### config.mk
export PLATFORM = sky130hd
export DESIGN_NAME = mips_mc_control_flat
export DESIGN_NICKNAME = d
export VERILOG_FILES = /design/src/rtl/mips_pkg.sv /design/src/rtl/mips_mc_control_if.sv /design/src/rtl/mips_alu_decoder.sv /design/src/rtl/mips_mc_control.sv /design/src/flat_wrapper.sv
export SDC_FILE = /design/constraint.sdc
export NUM_CORES = 1
export LEC_CHECK = 0
export CAP_MARGIN = 20
export CORE_ASPECT_RATIO = 0.6
export CORE_MARGIN = 2
export CORE_UTILIZATION = 46
export DETAILED_ROUTE_END_ITERATION = 8
export PLACE_DENSITY = 0.78
export SLEW_MARGIN = 30
export SYNTH_ARGS = -nofsm -noshare
export SYNTH_HDL_FRONTEND = slang
export SYNTH_SLANG_ARGS = --single-unit
### constraint.sdc
create_clock -name clk -period 2.05 [get_ports clk]
set_input_delay 0.615 -clock clk [delete_from_list [all_inputs] [get_ports clk]]
set_output_delay 0.615 -clock clk [all_outputs]
set_load 0.02 [all_outputs]
### src/rtl/mips_pkg.sv
// rtl/mips_pkg.sv - FSM states, opcode/funct constants and ALU control codes for the multicycle MIPS control
package mips_pkg;

   typedef enum logic [3:0] {
      S_FETCH,
      S_DECODE,
      S_R_EXEC,
      S_R_WB,
      S_MEM_ADDR,
      S_MEM_READ,
      S_MEM_WB,
      S_MEM_WRITE,
      S_BRANCH,
      S_JUMP,
      S_I_EXEC,
      S_I_WB
`ifdef MIPS_HALT_EN
      , S_HALT
`endif
   } state_t;

   typedef enum logic [3:0] {
      ALU_AND = 4'b0000,
      ALU_OR  = 4'b0001,
      ALU_ADD = 4'b0010,
      ALU_SUB = 4'b0110,
      ALU_SLT = 4'b0111
   } alu_ctrl_t;

   localparam logic [5:0] OP_RTYPE = 6'b000000;
   localparam logic [5:0] OP_LW    = 6'b100011;
   localparam logic [5:0] OP_SW    = 6'b101011;
   localparam logic [5:0] OP_BEQ   = 6'b000100;
   localparam logic [5:0] OP_J     = 6'b000010;
   localparam logic [5:0] OP_ADDI  = 6'b001000;
   localparam logic [5:0] OP_HALT  = 6'b111111;

   localparam logic [5:0] F_ADD = 6'h20;
   localparam logic [5:0] F_SUB = 6'h22;
   localparam logic [5:0] F_AND = 6'h24;
   localparam logic [5:0] F_OR  = 6'h25;
   localparam logic [5:0] F_SLT = 6'h2A;

endpackage

### src/rtl/mips_mc_control_if.sv
// rtl/mips_mc_control_if.sv - control <-> datapath signal bundle (master = control FSM, slave = datapath)
interface mips_mc_control_if #(parameter int CNT_W = 32);
   logic [5:0]       opcode;
   logic [5:0]       funct;
   logic             zero;
   logic             pc_en;
   logic             i_or_d;
   logic             mem_read;
   logic             mem_write;
   logic             ir_write;
   logic             reg_dst;
   logic             mem_to_reg;
   logic             reg_write;
   logic             alu_src_a;
   logic [1:0]       alu_src_b;
   logic [3:0]       alu_ctrl;
   logic [1:0]       pc_src;
   logic             illegal;
   logic             halted;
   logic [CNT_W-1:0] instr_count;

   modport master (
      input  opcode, funct, zero,
      output pc_en, i_or_d, mem_read, mem_write, ir_write, reg_dst, mem_to_reg,
             reg_write, alu_src_a, alu_src_b, alu_ctrl, pc_src, illegal, halted,
             instr_count
   );

   modport slave (
      output opcode, funct, zero,
      input  pc_en, i_or_d, mem_read, mem_write, ir_write, reg_dst, mem_to_reg,
             reg_write, alu_src_a, alu_src_b, alu_ctrl, pc_src, illegal, halted,
             instr_count
   );
endinterface

### src/rtl/mips_alu_decoder.sv
// rtl/mips_alu_decoder.sv - R-type funct field to ALU control code, flags unsupported funct values
module mips_alu_decoder
   import mips_pkg::*;
(
   input  logic [5:0] funct,
   output alu_ctrl_t  alu_ctrl,
   output logic       funct_valid
);

   // Pure lookup; unsupported funct falls back to add and is reported invalid
   always_comb begin
      alu_ctrl    = ALU_ADD;
      funct_valid = 1'b1;
      case (funct)
         F_ADD:   alu_ctrl = ALU_ADD;
         F_SUB:   alu_ctrl = ALU_SUB;
         F_AND:   alu_ctrl = ALU_AND;
         F_OR:    alu_ctrl = ALU_OR;
         F_SLT:   alu_ctrl = ALU_SLT;
         default: funct_valid = 1'b0;
      endcase
   end

endmodule

### src/rtl/mips_mc_control.sv
// rtl/mips_mc_control.sv - multicycle MIPS control FSM with retired-instruction counter; optional HALT via MIPS_HALT_EN
module mips_mc_control
   import mips_pkg::*;
#(
   parameter int CNT_W = 32
) (
   input  logic                clk,
   input  logic                rst,
   mips_mc_control_if.master   bus
);

   state_t           state;
   state_t           next_state;
   logic             illegal_q;
   logic             illegal_d;
   logic             retire;
   logic [CNT_W-1:0] count;

   logic             pc_write;
   logic             branch;
   logic             i_or_d;
   logic             mem_read;
   logic             mem_write;
   logic             ir_write;
   logic             reg_dst;
   logic             mem_to_reg;
   logic             reg_write;
   logic             alu_src_a;
   logic [1:0]       alu_src_b;
   logic [3:0]       alu_ctrl;
   logic [1:0]       pc_src;
   logic             halt_now;

   alu_ctrl_t        r_alu_ctrl;
   logic             funct_valid;

   mips_alu_decoder u_alu_dec (
      .funct       (bus.funct),
      .alu_ctrl    (r_alu_ctrl),
      .funct_valid (funct_valid)
   );

   // State register, one-cycle illegal flag and retire counter
   always_ff @(posedge clk) begin
      if (rst) begin
         state     <= S_FETCH;
         illegal_q <= 1'b0;
         count     <= '0;
      end else begin
         state     <= next_state;
         illegal_q <= illegal_d;
         if (retire)
            count <= count + CNT_W'(1);
      end
   end

   // Next-state logic and Moore decode of the datapath controls
   always_comb begin
      next_state = state;
      illegal_d  = 1'b0;
      retire     = 1'b0;
      pc_write   = 1'b0;
      branch     = 1'b0;
      i_or_d     = 1'b0;
      mem_read   = 1'b0;
      mem_write  = 1'b0;
      ir_write   = 1'b0;
      reg_dst    = 1'b0;
      mem_to_reg = 1'b0;
      reg_write  = 1'b0;
      alu_src_a  = 1'b0;
      alu_src_b  = 2'b00;
      alu_ctrl   = 4'b0000;
      pc_src     = 2'b00;
      halt_now   = 1'b0;
      case (state)
         S_FETCH: begin
            mem_read   = 1'b1;
            ir_write   = 1'b1;
            alu_src_b  = 2'b01;
            alu_ctrl   = ALU_ADD;
            pc_write   = 1'b1;
            next_state = S_DECODE;
         end
         S_DECODE: begin
            alu_src_b = 2'b11;
            alu_ctrl  = ALU_ADD;
            case (bus.opcode)
               OP_RTYPE:      next_state = S_R_EXEC;
               OP_LW, OP_SW:  next_state = S_MEM_ADDR;
               OP_BEQ:        next_state = S_BRANCH;
               OP_J:          next_state = S_JUMP;
               OP_ADDI:       next_state = S_I_EXEC;
`ifdef MIPS_HALT_EN
               OP_HALT:       next_state = S_HALT;
`endif
               default: begin
                  next_state = S_FETCH;
                  illegal_d  = 1'b1;
               end
            endcase
         end
         S_R_EXEC: begin
            alu_src_a = 1'b1;
            alu_src_b = 2'b00;
            alu_ctrl  = r_alu_ctrl;
            if (funct_valid) begin
               next_state = S_R_WB;
            end else begin
               next_state = S_FETCH;
               illegal_d  = 1'b1;
            end
         end
         S_R_WB: begin
            reg_write  = 1'b1;
            reg_dst    = 1'b1;
            retire     = 1'b1;
            next_state = S_FETCH;
         end
         S_MEM_ADDR: begin
            alu_src_a  = 1'b1;
            alu_src_b  = 2'b10;
            alu_ctrl   = ALU_ADD;
            next_state = (bus.opcode == OP_LW) ? S_MEM_READ : S_MEM_WRITE;
         end
         S_MEM_READ: begin
            mem_read   = 1'b1;
            i_or_d     = 1'b1;
            next_state = S_MEM_WB;
         end
         S_MEM_WB: begin
            reg_write  = 1'b1;
            mem_to_reg = 1'b1;
            retire     = 1'b1;
            next_state = S_FETCH;
         end
         S_MEM_WRITE: begin
            mem_write  = 1'b1;
            i_or_d     = 1'b1;
            retire     = 1'b1;
            next_state = S_FETCH;
         end
         S_BRANCH: begin
            alu_src_a  = 1'b1;
            alu_src_b  = 2'b00;
            alu_ctrl   = ALU_SUB;
            pc_src     = 2'b01;
            branch     = 1'b1;
            retire     = 1'b1;
            next_state = S_FETCH;
         end
         S_JUMP: begin
            pc_src     = 2'b10;
            pc_write   = 1'b1;
            retire     = 1'b1;
            next_state = S_FETCH;
         end
         S_I_EXEC: begin
            alu_src_a  = 1'b1;
            alu_src_b  = 2'b10;
            alu_ctrl   = ALU_ADD;
            next_state = S_I_WB;
         end
         S_I_WB: begin
            reg_write  = 1'b1;
            retire     = 1'b1;
            next_state = S_FETCH;
         end
`ifdef MIPS_HALT_EN
         S_HALT: begin
            halt_now   = 1'b1;
            next_state = S_HALT;
         end
`endif
         default: next_state = S_FETCH;
      endcase
   end

   // Drive the bus; reset suppresses every strobe so an aborted instruction leaves no side effect
   always_comb begin
      bus.pc_en       = 1'b0;
      bus.i_or_d      = 1'b0;
      bus.mem_read    = 1'b0;
      bus.mem_write   = 1'b0;
      bus.ir_write    = 1'b0;
      bus.reg_dst     = 1'b0;
      bus.mem_to_reg  = 1'b0;
      bus.reg_write   = 1'b0;
      bus.alu_src_a   = 1'b0;
      bus.alu_src_b   = 2'b00;
      bus.alu_ctrl    = 4'b0000;
      bus.pc_src      = 2'b00;
      bus.illegal     = 1'b0;
      bus.halted      = 1'b0;
      bus.instr_count = count;
      if (!rst) begin
         bus.pc_en      = pc_write | (branch & bus.zero);
         bus.i_or_d     = i_or_d;
         bus.mem_read   = mem_read;
         bus.mem_write  = mem_write;
         bus.ir_write   = ir_write;
         bus.reg_dst    = reg_dst;
         bus.mem_to_reg = mem_to_reg;
         bus.reg_write  = reg_write;
         bus.alu_src_a  = alu_src_a;
         bus.alu_src_b  = alu_src_b;
         bus.alu_ctrl   = alu_ctrl;
         bus.pc_src     = pc_src;
         bus.illegal    = illegal_q;
         bus.halted     = halt_now;
      end
   end

endmodule

### src/flat_wrapper.sv
// flat-port wrapper written by rule: the top's interface ports become plain ports
module mips_mc_control_flat import mips_pkg::*;
#(
   parameter int CNT_W = 32
)
  (clk, rst, bus_opcode, bus_funct, bus_zero, bus_pc_en, bus_i_or_d, bus_mem_read, bus_mem_write, bus_ir_write, bus_reg_dst, bus_mem_to_reg, bus_reg_write, bus_alu_src_a, bus_alu_src_b, bus_alu_ctrl, bus_pc_src, bus_illegal, bus_halted, bus_instr_count);
  mips_mc_control_if #(.CNT_W(CNT_W)) bus_i ();
  input  logic clk;
  input  logic rst;
  input wire logic [$bits(bus_i.opcode)-1:0] bus_opcode;
  input wire logic [$bits(bus_i.funct)-1:0] bus_funct;
  input wire logic [$bits(bus_i.zero)-1:0] bus_zero;
  output wire logic [$bits(bus_i.pc_en)-1:0] bus_pc_en;
  output wire logic [$bits(bus_i.i_or_d)-1:0] bus_i_or_d;
  output wire logic [$bits(bus_i.mem_read)-1:0] bus_mem_read;
  output wire logic [$bits(bus_i.mem_write)-1:0] bus_mem_write;
  output wire logic [$bits(bus_i.ir_write)-1:0] bus_ir_write;
  output wire logic [$bits(bus_i.reg_dst)-1:0] bus_reg_dst;
  output wire logic [$bits(bus_i.mem_to_reg)-1:0] bus_mem_to_reg;
  output wire logic [$bits(bus_i.reg_write)-1:0] bus_reg_write;
  output wire logic [$bits(bus_i.alu_src_a)-1:0] bus_alu_src_a;
  output wire logic [$bits(bus_i.alu_src_b)-1:0] bus_alu_src_b;
  output wire logic [$bits(bus_i.alu_ctrl)-1:0] bus_alu_ctrl;
  output wire logic [$bits(bus_i.pc_src)-1:0] bus_pc_src;
  output wire logic [$bits(bus_i.illegal)-1:0] bus_illegal;
  output wire logic [$bits(bus_i.halted)-1:0] bus_halted;
  output wire logic [$bits(bus_i.instr_count)-1:0] bus_instr_count;
  assign bus_i.opcode = bus_opcode;
  assign bus_i.funct = bus_funct;
  assign bus_i.zero = bus_zero;
  assign bus_pc_en = bus_i.pc_en;
  assign bus_i_or_d = bus_i.i_or_d;
  assign bus_mem_read = bus_i.mem_read;
  assign bus_mem_write = bus_i.mem_write;
  assign bus_ir_write = bus_i.ir_write;
  assign bus_reg_dst = bus_i.reg_dst;
  assign bus_mem_to_reg = bus_i.mem_to_reg;
  assign bus_reg_write = bus_i.reg_write;
  assign bus_alu_src_a = bus_i.alu_src_a;
  assign bus_alu_src_b = bus_i.alu_src_b;
  assign bus_alu_ctrl = bus_i.alu_ctrl;
  assign bus_pc_src = bus_i.pc_src;
  assign bus_illegal = bus_i.illegal;
  assign bus_halted = bus_i.halted;
  assign bus_instr_count = bus_i.instr_count;
  mips_mc_control #(.CNT_W(CNT_W)) u_core (.clk(clk), .rst(rst), .bus(bus_i));
endmodule
==> reports/metrics.cfg <==
[outcome]
violations=setup timing
status=finished with violations

[clocking]
h-tree-depth=2
clock_latency_ns=0.28
clockRootBuffer=clkbuf_8
cts_inserted_buffers=5
cts_tree=done
cts_buffer_depth=2
clk_pin_slew_ns=0.07
cts.sinks=37
hold_buffers=0

[pwr]
combPwrFrac_pct=14.4
power.clock.fraction_pct=33.9
leakagePower_nw=1.223
p_sw_share_pct=24.36
net-switching-power_uw=341.5
ir_drop_uv=254.6
p_int_mw=1.060
seq_power_share_pct=51.7
powerDensity_nw_per_um2=417.8

[setup_path]
worstPathMaxFanout=2
worst_ep_arrival_time_ns=1.56
crit_required_ns=1.43
path_class=input port to primary output
crit_path_start_kind=input port
cp-end-kind=primary output

[layout]
antenna_cells=0
finish.instance_area_sq_um=3356
nets=377
synthToLayoutAreaGrowth_pct=52.21
drive_gt1_share_pct=31.49
stdcell_count=425

[yosys]
synth.distinct_cells=45
syn_inst=270
synth_edf_count=0
yosysWarnings=0
ys_seq_area_share_pct=33.60
yosysTopAreaCell=dfxtp_1
async_flop_share_pct=0
synth_most_common_cell=nor2_1
synth_area_per_cell_sq_um=8.165
synthTopCellsByArea=dfxtp_1 34%, xnor2_1 9.5%, nor4_2 8.5%
ys.flop_type=dfxtp_1
synth_top_area_share_pct=33.60
syn_area_sq_um=2205
synth_common_cells=44 x nor2_1, 37 x dfxtp_1, 24 x xnor2_1
ys_seq_elements=37

[global_routing]
grt_max_degree=29
grt_pass1_vias=2100
grt_use_total_pct=23.04
grt_first_pass_wirelength_um=9873
antenna_found_initial=0
globalRouteOverflowTotal=0

[sta]
finClkSkew_ns=0.004221
max_slew_margin_pct=66.70
slew_violations=0
finalSetupTns_ns=-0.2066
finalWorstSetupSlack_ns=-0.1233
grt_setup_unrepaired=true
max_freq_ghz=0.4601
setup_viol=2
tightest_slew_ns=0.4982
timing.final.hold_violations=0
period_share_pct=106.0
period_minus_slack_ns=2.173

[drt]
num_vias=2284
wl_met1_um=3099
drt_iter0_drc=149
dr_wl_met2_um=2629
top_layer=met4
drt_first_pass_iters=4
postRouteAntennaNets=0
drc=0
wire_per_inst_um=14.55
wl_met3_um=422
via_per_inst=5.374
wl_um=6185

[floorplan]
ios=66
core-area_sq_um=4588
num_rows=19
die_w_um=93.38
die_area_sq_um=5381
initial_utilization_pct=48.05
die_h_um=57.63

[place]
numPortBuffers=63
place_area_sq_um=3141
dp_cells=412
place_hpwl_um=4316
routabilityCongestion=0.8424

[flow_run]
drv_cap=0

[min_path]
hold_class=register to register

-- worst max-delay path: stages --
cell    delay, ns
buf_6        0.09
or3_4        0.38
o22a_1       0.21
nor3_4       0.12
buf_6        0.13
-- timing repair --
item	in CTS	in global routing
endpoints found under the setup margin	17	14
pin swaps	8	8
buffers inserted	5	0
gates cloned	0	0
hold endpoints to repair	0	0
gates resized for setup	115	24
-- routing by layer --
metal | vias up | track usage, %
met5 | - | 0
met4 | 0 | 4.202
met3 | 6 | 5.982
met2 | 81 | 34.64
met1 | 1080 | 33.93
li1 | 1117 | -
-- final timing paths --
path                                   start                    endpoint  slack [ns]  depth (start not counted)
hold / removal    u_core.bus.instr_count[19]  u_core.bus.instr_count[19]        0.54                          2
hold reg to reg   u_core.bus.instr_count[19]  u_core.bus.instr_count[19]        0.54                          2
setup reg to reg             u_core.state[3]  u_core.bus.instr_count[31]        0.16                          8
setup / recovery                bus_funct[3]             bus_alu_ctrl[0]       -0.12                          5
-- placed cells by master (no fill, tap or decap), types with 4 or more instances in the layout --
cell type / synthesis / final
buf_2: 4 / 5
a21oi_1: 9 / 9
clkdlybuf4s15_2: 0 / 4
dfxtp_1: 37 / 34
inv_1: 14 / 11
nand4_1: 7 / 7
and4_1: 5 / 5
nor3_1: 13 / 8
xnor2_1: 24 / 24
and2_1: 5 / 4
xor2_1: 8 / 8
nand2_1: 15 / 14
clkbuf_8: 0 / 5
nor3_2: 1 / 5
nor2_1: 44 / 40
nor4_2: 15 / 15
o21ai_0: 5 / 5
clkdlybuf4s50_1: 0 / 38
nand3_1: 11 / 10
buf_6: 1 / 11
buf_4: 2 / 40
-- per-stage QoR --
step                      hold slack (ns)  worst slack [ns]  power [mW]  utilization, %
final                              0.5410           -0.1233       1.402           73.14
after global routing               0.5891           -0.1653       1.462           73.14
after CTS                          0.5504           -0.1808       1.391           71.50
after detailed placement           0.5314            -1.025      0.9182           68.45
after global placement             0.5159            -1.004      0.9146           68.45
after floorplan                    0.5509          -0.07066      0.8305               -
-- layout make-up --
type / count / area (sq um)
fillers: 369 / 1232
inverters: 14 / 55.05
repair buffers: 102 / 932.1
clock buffers: 8 / 80.08
multi-input cells: 201 / 1458
well taps: 63 / 78.83
flip-flops and latches: 37 / 752.0
-- power by group through the flow --
stage               combinational [mW]  sequential, mW  clock (mW)
finish                           0.202           0.725       0.475
global route                     0.214           0.725       0.523
CTS                              0.185           0.726       0.480
detailed placement               0.173           0.745           0
global placement                 0.170           0.744           0
floorplan                       0.0889           0.742           0
-- state kept, by name (all words and copies together), names as in the netlist --
register and cells:
u_core.illegal_q 1, u_core.bus.instr_count 32, u_core.state 4
-- cells by family after synthesis --
family	share of synthesized area, %
AOI/OAI and AO/OA	9.138
xor gates and xnor gates	12.71
buffers and inverters	6.527
DFF	33.60
and+or+nand+nor	36.83
other	0.1701
adders and majority gates	0.5674
muxes	0.4540
No activity file was read; power rests on OpenSTA's default activity.
